==> config.mk <==
export PLATFORM = sky130hd
export DESIGN_NAME = psa_search_scheduler_flat
export DESIGN_NICKNAME = d
export VERILOG_FILES = /design/src/rtl/psa_search_scheduler_if.sv /design/src/rtl/psa_search_scheduler.sv /design/src/flat_wrapper.sv
export SDC_FILE = /design/constraint.sdc
export NUM_CORES = 1
export LEC_CHECK = 0
export BUFFER_PORTS_ARGS = -buffer_cell sky130_fd_sc_hd__buf_2
export CORE_MARGIN = 2
export CORE_UTILIZATION = 30
export CTS_BUF_LIST = sky130_fd_sc_hd__clkbuf_16
export CTS_CLUSTER_SIZE = 14
export DETAILED_ROUTE_END_ITERATION = 6
export SLEW_MARGIN = 25
export SYNTH_ARGS = -nofsm -noshare
export SYNTH_HDL_FRONTEND = slang
export SYNTH_SLANG_ARGS = --single-unit
==> constraint.sdc <==
create_clock -name CLK100MHZ -period 4.65 [get_ports CLK100MHZ]
set_clock_uncertainty 0.2 [all_clocks]
set_input_delay 0.2325 -clock CLK100MHZ [delete_from_list [all_inputs] [get_ports CLK100MHZ]]
set_output_delay 0.2325 -clock CLK100MHZ [all_outputs]
set_load 0.1 [all_outputs]
==> src/rtl/psa_search_scheduler_if.sv <==
// Requester and engine signal bundle for psa_search_scheduler.
// The scheduler uses the slave view; the environment uses the master view.
interface psa_search_scheduler_if #(
  parameter int unsigned NREQ = 2
);
  logic [NREQ-1:0]   req_valid;
  logic [8*NREQ-1:0] req_p;
  logic [8*NREQ-1:0] req_pl;
  logic [8*NREQ-1:0] req_b;
  logic [8*NREQ-1:0] req_bl;
  logic [NREQ-1:0]   req_ready;
  logic [NREQ-1:0]   resp_valid;
  logic [7:0]        resp_found;
  logic              resp_err;
  logic              resp_timeout;
  logic              busy;
  logic [7:0]        eng_p;
  logic [7:0]        eng_pl;
  logic [7:0]        eng_b;
  logic [7:0]        eng_bl;
  logic              eng_reset;
  logic              eng_activate;
  logic              eng_done;
  logic [7:0]        eng_found;

  modport slave (
    input  req_valid, req_p, req_pl, req_b, req_bl, eng_done, eng_found,
    output req_ready, resp_valid, resp_found, resp_err, resp_timeout, busy,
           eng_p, eng_pl, eng_b, eng_bl, eng_reset, eng_activate
  );

  modport master (
    output req_valid, req_p, req_pl, req_b, req_bl, eng_done, eng_found,
    input  req_ready, resp_valid, resp_found, resp_err, resp_timeout, busy,
           eng_p, eng_pl, eng_b, eng_bl, eng_reset, eng_activate
  );
endinterface

==> src/rtl/psa_search_scheduler.sv <==
// Round-robin scheduler sharing one pattern-search engine between NREQ requesters.
// Validates each job, sequences engine reset/activate, enforces a cycle budget, routes the result.
module psa_search_scheduler #(
  parameter int unsigned NREQ    = 2,
  parameter int unsigned TIMEOUT = 4096
) (
  input logic                   CLK100MHZ,
  input logic                   reset,
  psa_search_scheduler_if.slave bus
);
  localparam int unsigned GW = (NREQ > 1) ? $clog2(NREQ) : 1;
  localparam int unsigned CW = 16;
  localparam logic [CW-1:0] CNT_LAST = CW'(TIMEOUT - 1);

  typedef enum logic [2:0] {S_IDLE, S_LOAD, S_ENG_RST, S_RUN, S_RESP} state_t;

  state_t            r_state, w_state_nxt;
  logic [NREQ-1:0]   r_req_ready, w_req_ready_nxt;
  logic [NREQ-1:0]   r_resp_valid, w_resp_valid_nxt;
  logic [7:0]        r_resp_found, w_resp_found_nxt;
  logic              r_resp_err, w_resp_err_nxt;
  logic              r_resp_timeout, w_resp_timeout_nxt;
  logic              r_busy, w_busy_nxt;
  logic [7:0]        r_eng_p, w_eng_p_nxt;
  logic [7:0]        r_eng_pl, w_eng_pl_nxt;
  logic [7:0]        r_eng_b, w_eng_b_nxt;
  logic [7:0]        r_eng_bl, w_eng_bl_nxt;
  logic              r_eng_reset, w_eng_reset_nxt;
  logic              r_eng_activate, w_eng_activate_nxt;
  logic [GW-1:0]     r_owner, w_owner_nxt;
  logic [GW-1:0]     r_last_grant, w_last_grant_nxt;
  logic [CW-1:0]     r_cnt, w_cnt_nxt;

  logic              w_any;
  logic [GW-1:0]     w_grant;
  logic [7:0]        w_p, w_pl, w_b, w_bl;
  logic [8:0]        w_end;
  logic              w_bad;

  // Round-robin pick: first pending requester above the last grant, wrapping
  always_comb begin
    w_any   = 1'b0;
    w_grant = r_last_grant;
    for (int k = 1; k <= int'(NREQ); k++) begin
      if (!w_any && bus.req_valid[(int'(r_last_grant) + k) % int'(NREQ)]) begin
        w_any   = 1'b1;
        w_grant = GW'((int'(r_last_grant) + k) % int'(NREQ));
      end
    end
  end

  assign w_p   = bus.req_p [8*int'(w_grant) +: 8];
  assign w_pl  = bus.req_pl[8*int'(w_grant) +: 8];
  assign w_b   = bus.req_b [8*int'(w_grant) +: 8];
  assign w_bl  = bus.req_bl[8*int'(w_grant) +: 8];
  assign w_end = {1'b0, w_b} + {1'b0, w_bl};
  assign w_bad = (w_pl == 8'd0) || (w_bl == 8'd0) || (w_pl > w_bl) || (w_end > 9'd256);

  always_comb begin
    w_state_nxt        = r_state;
    w_req_ready_nxt    = '0;
    w_resp_valid_nxt   = '0;
    w_resp_found_nxt   = r_resp_found;
    w_resp_err_nxt     = r_resp_err;
    w_resp_timeout_nxt = r_resp_timeout;
    w_busy_nxt         = r_busy;
    w_eng_p_nxt        = r_eng_p;
    w_eng_pl_nxt       = r_eng_pl;
    w_eng_b_nxt        = r_eng_b;
    w_eng_bl_nxt       = r_eng_bl;
    w_eng_reset_nxt    = r_eng_reset;
    w_eng_activate_nxt = r_eng_activate;
    w_owner_nxt        = r_owner;
    w_last_grant_nxt   = r_last_grant;
    w_cnt_nxt          = r_cnt;
    case (r_state)
      S_IDLE: begin
        w_eng_reset_nxt    = 1'b0;
        w_eng_activate_nxt = 1'b0;
        if (w_any) begin
          w_req_ready_nxt = NREQ'(1) << w_grant;
          w_owner_nxt     = w_grant;
          w_busy_nxt      = 1'b1;
          if (w_bad) begin
            w_state_nxt = S_RESP;
          end else begin
            w_eng_p_nxt  = w_p;
            w_eng_pl_nxt = w_pl;
            w_eng_b_nxt  = w_b;
            w_eng_bl_nxt = w_bl;
            w_state_nxt  = S_LOAD;
          end
        end
      end
      S_LOAD: begin
        w_eng_reset_nxt = 1'b1;
        w_state_nxt     = S_ENG_RST;
      end
      S_ENG_RST: begin
        w_eng_reset_nxt    = 1'b0;
        w_eng_activate_nxt = 1'b1;
        w_cnt_nxt          = '0;
        w_state_nxt        = S_RUN;
      end
      S_RUN: begin
        w_cnt_nxt = r_cnt + CW'(1);
        // done takes precedence over a coincident budget expiry
        if (bus.eng_done) begin
          w_resp_found_nxt   = bus.eng_found;
          w_eng_activate_nxt = 1'b0;
          w_resp_valid_nxt   = NREQ'(1) << r_owner;
          w_state_nxt        = S_RESP;
        end else if (r_cnt == CNT_LAST) begin
          w_resp_timeout_nxt = 1'b1;
          w_resp_found_nxt   = 8'hFF;
          w_eng_activate_nxt = 1'b0;
          w_eng_reset_nxt    = 1'b1;
          w_resp_valid_nxt   = NREQ'(1) << r_owner;
          w_state_nxt        = S_RESP;
        end
      end
      S_RESP: begin
        // A rejected job arrives here with no response issued yet
        if (r_resp_valid == '0) begin
          w_resp_valid_nxt = NREQ'(1) << r_owner;
          w_resp_err_nxt   = 1'b1;
          w_resp_found_nxt = 8'hFF;
        end else begin
          w_busy_nxt         = 1'b0;
          w_resp_err_nxt     = 1'b0;
          w_resp_timeout_nxt = 1'b0;
          w_eng_reset_nxt    = 1'b0;
          w_last_grant_nxt   = r_owner;
          w_state_nxt        = S_IDLE;
        end
      end
      default: w_state_nxt = S_IDLE;
    endcase
  end

  always_ff @(posedge CLK100MHZ or posedge reset) begin
    if (reset) begin
      r_state        <= S_IDLE;
      r_req_ready    <= '0;
      r_resp_valid   <= '0;
      r_resp_found   <= 8'hFF;
      r_resp_err     <= 1'b0;
      r_resp_timeout <= 1'b0;
      r_busy         <= 1'b0;
      r_eng_p        <= '0;
      r_eng_pl       <= '0;
      r_eng_b        <= '0;
      r_eng_bl       <= '0;
      r_eng_reset    <= 1'b1;
      r_eng_activate <= 1'b0;
      r_owner        <= '0;
      r_last_grant   <= GW'(NREQ - 1);
      r_cnt          <= '0;
    end else begin
      r_state        <= w_state_nxt;
      r_req_ready    <= w_req_ready_nxt;
      r_resp_valid   <= w_resp_valid_nxt;
      r_resp_found   <= w_resp_found_nxt;
      r_resp_err     <= w_resp_err_nxt;
      r_resp_timeout <= w_resp_timeout_nxt;
      r_busy         <= w_busy_nxt;
      r_eng_p        <= w_eng_p_nxt;
      r_eng_pl       <= w_eng_pl_nxt;
      r_eng_b        <= w_eng_b_nxt;
      r_eng_bl       <= w_eng_bl_nxt;
      r_eng_reset    <= w_eng_reset_nxt;
      r_eng_activate <= w_eng_activate_nxt;
      r_owner        <= w_owner_nxt;
      r_last_grant   <= w_last_grant_nxt;
      r_cnt          <= w_cnt_nxt;
    end
  end

  assign bus.req_ready    = r_req_ready;
  assign bus.resp_valid   = r_resp_valid;
  assign bus.resp_found   = r_resp_found;
  assign bus.resp_err     = r_resp_err;
  assign bus.resp_timeout = r_resp_timeout;
  assign bus.busy         = r_busy;
  assign bus.eng_p        = r_eng_p;
  assign bus.eng_pl       = r_eng_pl;
  assign bus.eng_b        = r_eng_b;
  assign bus.eng_bl       = r_eng_bl;
  assign bus.eng_reset    = r_eng_reset;
  assign bus.eng_activate = r_eng_activate;
endmodule

==> src/flat_wrapper.sv <==
// flat-port wrapper written by rule: the top's interface ports become plain ports
module psa_search_scheduler_flat 
#(
  parameter int unsigned NREQ    = 2,
  parameter int unsigned TIMEOUT = 4096
)
  (CLK100MHZ, reset, bus_req_valid, bus_req_p, bus_req_pl, bus_req_b, bus_req_bl, bus_eng_done, bus_eng_found, bus_req_ready, bus_resp_valid, bus_resp_found, bus_resp_err, bus_resp_timeout, bus_busy, bus_eng_p, bus_eng_pl, bus_eng_b, bus_eng_bl, bus_eng_reset, bus_eng_activate);
  psa_search_scheduler_if #(.NREQ(NREQ)) bus_i ();
  input logic CLK100MHZ;
  input logic reset;
  input wire logic [$bits(bus_i.req_valid)-1:0] bus_req_valid;
  input wire logic [$bits(bus_i.req_p)-1:0] bus_req_p;
  input wire logic [$bits(bus_i.req_pl)-1:0] bus_req_pl;
  input wire logic [$bits(bus_i.req_b)-1:0] bus_req_b;
  input wire logic [$bits(bus_i.req_bl)-1:0] bus_req_bl;
  input wire logic [$bits(bus_i.eng_done)-1:0] bus_eng_done;
  input wire logic [$bits(bus_i.eng_found)-1:0] bus_eng_found;
  output wire logic [$bits(bus_i.req_ready)-1:0] bus_req_ready;
  output wire logic [$bits(bus_i.resp_valid)-1:0] bus_resp_valid;
  output wire logic [$bits(bus_i.resp_found)-1:0] bus_resp_found;
  output wire logic [$bits(bus_i.resp_err)-1:0] bus_resp_err;
  output wire logic [$bits(bus_i.resp_timeout)-1:0] bus_resp_timeout;
  output wire logic [$bits(bus_i.busy)-1:0] bus_busy;
  output wire logic [$bits(bus_i.eng_p)-1:0] bus_eng_p;
  output wire logic [$bits(bus_i.eng_pl)-1:0] bus_eng_pl;
  output wire logic [$bits(bus_i.eng_b)-1:0] bus_eng_b;
  output wire logic [$bits(bus_i.eng_bl)-1:0] bus_eng_bl;
  output wire logic [$bits(bus_i.eng_reset)-1:0] bus_eng_reset;
  output wire logic [$bits(bus_i.eng_activate)-1:0] bus_eng_activate;
  assign bus_i.req_valid = bus_req_valid;
  assign bus_i.req_p = bus_req_p;
  assign bus_i.req_pl = bus_req_pl;
  assign bus_i.req_b = bus_req_b;
  assign bus_i.req_bl = bus_req_bl;
  assign bus_i.eng_done = bus_eng_done;
  assign bus_i.eng_found = bus_eng_found;
  assign bus_req_ready = bus_i.req_ready;
  assign bus_resp_valid = bus_i.resp_valid;
  assign bus_resp_found = bus_i.resp_found;
  assign bus_resp_err = bus_i.resp_err;
  assign bus_resp_timeout = bus_i.resp_timeout;
  assign bus_busy = bus_i.busy;
  assign bus_eng_p = bus_i.eng_p;
  assign bus_eng_pl = bus_i.eng_pl;
  assign bus_eng_b = bus_i.eng_b;
  assign bus_eng_bl = bus_i.eng_bl;
  assign bus_eng_reset = bus_i.eng_reset;
  assign bus_eng_activate = bus_i.eng_activate;
  psa_search_scheduler #(.NREQ(NREQ), .TIMEOUT(TIMEOUT)) u_core (.CLK100MHZ(CLK100MHZ), .reset(reset), .bus(bus_i));
endmodule
==> metrics.md <==
| Metric | Value |
|---|---|
| Nets | 650 |
| DP Wirelength | 8.45 mm |
| Syn nets | 512 |
| FFs w/ async S/R, synth | 100% |
| Minimum clock period | 4.36 ns |
| PwrDens | 810 nW/um^2 |
| WHS | -0.0326 ns |
| Root Driver | clkbuf_16 |
| Maximum VDD drop | 0.516 mV |
| Fin. Hold Viols | 55 |
| Crit start category | flop |
| Register bit total from synthesis | 70 |
| Least-Margin Pin Slew | 0.883 ns |
| Flop-to-flop setup slack | 0.29 ns |
| Clock transition at the registers of the reported paths | 0.06 ns |
| Seq/Total Area, Yosys | 43.5% |
| Port buffer count | 125 |
| Vias in the first global route | 3519 |
| Combinational cell fraction of total power | 59.9% |
| Slew Limit Fails | 0 |
| Violated checks | hold timing |
| TritonCTS buffer count | 9 |
| Layout Cells excl Fill | 739 |
| 1st-iter DRT viols | 165 |
| Min-delay worst type | input port to async pin |
| Antenna viol nets, final | 0 |
| # rows | 42 |
| First-pass DRT Iterations | 4 |
| Total Power | 4.28 mW |
| Remaining DRCs | 0 |
| Final setup fails | 0 |
| Syn Std Cell Area | 4060 um^2 |
| Number of flops mapped to enable cells by yosys | 0 |
| GRT Overall Usage | 15.4% |
| Switching Share | 55.8% |
| Critical path class | flop to flop |
| Pre-CTS setup slack | 0.252 ns |
| Cells after Synth | 420 |
| Status | complete, but fails checks |
| Post-cts sizing count | 0 |
| Core Area | 13200 um^2 |
| Area Growth Syn to Fin | 30.2% |
| Synth cell count leaders | nand2_1, dfrtp_1, mux2_2 |
| Final setup margin | 0.294 ns |
| Die Footprint | 14500 um^2 |
| Deepest clock path buffer count | 2 |
| Boundary pin count | 126 |
| Htree depth | 3 |
| Drt via density | 4.82 |
| Yosys top cell area share | 37.0% |
| First-pass GRT wire length | 17.5 mm |
| # fillers | 1354 |
| DP Cell Count | 715 |
| Synth Flop Type | dfrtp_1 |
| CP max FO | 20 |
| Max-Cap Viols | 0 |
| Final worst-path cycle share | 93.7% |
| Total wire length | 10.9 mm |
| Fraction of layout cells with a size suffix above 1 | 37.5% |
| Synth cell types | 51 |
| RePlAce Congestion | 0.870 |
| Largest cells by area after synthesis | dfrtp_1, mux2_2, nand2_1 |
| CTS sink cnt | 70 |
| Total grt overflow | 0 |
| Die extent in y | 120 um |
| Initial Util | 30.6% |
| Most frequent cell after synthesis | nand2_1 |
| Die width | 120 um |
| Vias | 3559 |
| Switching Power | 2.39 mW |
| RSZ-0062 raised after global routing | no |
| Clock power frac | 16.8% |
| Reg power frac | 23.3% |
| Wire per inst | 14.8 um |
| Req. time, crit path | 4.66 ns |
| Synthesis Warnings | 0 |
| Largest net degree at the start of global routing | 71 |
| Syn_area_per_cell | 9.66 um^2 |
| # diodes | 0 |
| CTS tree | yes |
| CP Capture Type | flop |
| Worst Path Arrival | 4.37 ns |
| Worst slew margin | 41.1% |
| Initial antenna violation count | 0 |
| Lkg Pwr | 2.54 nW |
| Clock latency on the worst-skew pair | 0.33 ns |
| Fmax | 230 MHz |
| Int Pwr | 1.89 mW |
| Synth area leader | dfrtp_1 |
| Setup TNS | 0 ns |
[cells by family after synthesis]
family,share of synthesized area [%]
AND/OR/NAND/NOR,20.1
flip-flops,43.5
AO/OA/AOI/OAI,9.50
multiplexers,14.1
buffers and inverters,2.99
XOR/XNOR,4.53
adder cells (fa/ha/maj),5.30
[final timing paths]
path	from	endpoint	depth (start not counted)
setup / recovery	u_core.r_last_grant$_DFFE_PP1P_	u_core.bus.eng_p[3]$_DFFE_PP0P_	15
hold / removal	reset	u_core.bus.req_ready[1]$_DFF_PP0_	3
setup reg to reg	u_core.r_last_grant$_DFFE_PP1P_	u_core.bus.eng_p[3]$_DFFE_PP0P_	15
hold reg to reg	u_core.bus.eng_pl[7]$_DFFE_PP0P_	u_core.bus.eng_pl[7]$_DFFE_PP0P_	1
max in group asynchronous	reset	u_core.bus.eng_b[6]$_DFFE_PP0P_	3
min in group CLK100MHZ	bus_req_p[14]	u_core.bus.eng_p[6]$_DFFE_PP0P_	4
[power groups by stage]
stage | Combinational (mW) | Sequential (mW) | Clock [mW]
3_3_place_gp | 2.55 | 1.00 | 0
6_report | 2.56 | 0.997 | 0.720
5_1_grt | 2.70 | 1.03 | 0.766
3_5_place_dp | 2.58 | 1.01 | 0
4_1_cts | 2.58 | 1.00 | 0.738
2_1_floorplan | 0.769 | 2.35 | 0
[per-layer routing]
| layer | track usage (%) | part of all wire [%] |
|---|---|---|
| met1 | 19.9 | 46 |
| met2 | 25.8 | 48 |
| met3 | 2.41 | 4.2 |
| met4 | 6.10 | 1.6 |
| met5 | 0 | 0 |
[critical path, cell delays in order (launching register included)]
cell and delay (ns):
dfstp_2 0.38, or2_2 0.32, nand2_1 0.26, buf_4 0.29, mux2_2 0.40, inv_1 0.08
ha_1 0.25, and4_1 0.22, a21oi_1 0.16, nand3_1 0.09, a311o_1 0.33, a31o_2 0.25
o31a_1 0.14, a211oi_4 0.18, buf_4 0.31, mux2_2 0.37
[sequential cells by signal, indices dropped and copies added (netlist names), 2 cells and up]
| register | flops |
|---|---|
| u_core.r_state | 3 |
| u_core.bus.req_ready | 2 |
| u_core.bus.eng_b | 8 |
| u_core.bus.eng_pl | 8 |
| u_core.bus.resp_found | 8 |
| u_core.r_cnt | 16 |
| u_core.bus.resp_valid | 2 |
| u_core.bus.eng_p | 8 |
| u_core.bus.eng_bl | 8 |
[layout by cell type (no fill, tap or decap), drive strengths merged, types with 3 or more instances in the layout]
cell type,netlist,layout
buf,4,133
nand2,77,77
dfrtp,60,60
mux2,48,48
nor2,37,37
o21ai,17,17
nand3,16,16
nor3,14,14
ha,14,14
inv,12,14
xor2,12,12
nor4,12,12
dfstp,10,10
xnor2,9,9
clkbuf,10,9
dlygate4sd3,0,8
a21oi,7,7
a21o,7,7
nor2b,6,6
and3,4,4
and2,4,4
nand2b,3,3
mux2i,3,3
nand4,3,3
a211oi,3,3
[area by class of cell]
class / count / area (um^2) / share of cell area, %
Inverter: 12 / 45.0 / 0.853
Timing Repair Buffer: 141 / 766 / 14.5
Multi-Input combinational cell: 324 / 2170 / 41.1
Sequential cell: 70 / 1760 / 33.4
Clock inverter: 7 / 88.8 / 1.68
Clock buffer: 9 / 225 / 4.26
Tap cell: 176 / 220 / 4.17
[metrics by stage]
stage	instance area [um^2]	util, %
after floorplan	4060	-
after global placement	4890	36.9
after detailed placement	4890	36.9
after CTS	5280	39.9
after global routing	5280	39.9
final	5280	39.9
[repair_timing]
item	CTS	global route
hold buffers	8	0
hold endpoints to repair	8	0
buffers inserted	0	0
(Power assumes the default switching activity.)
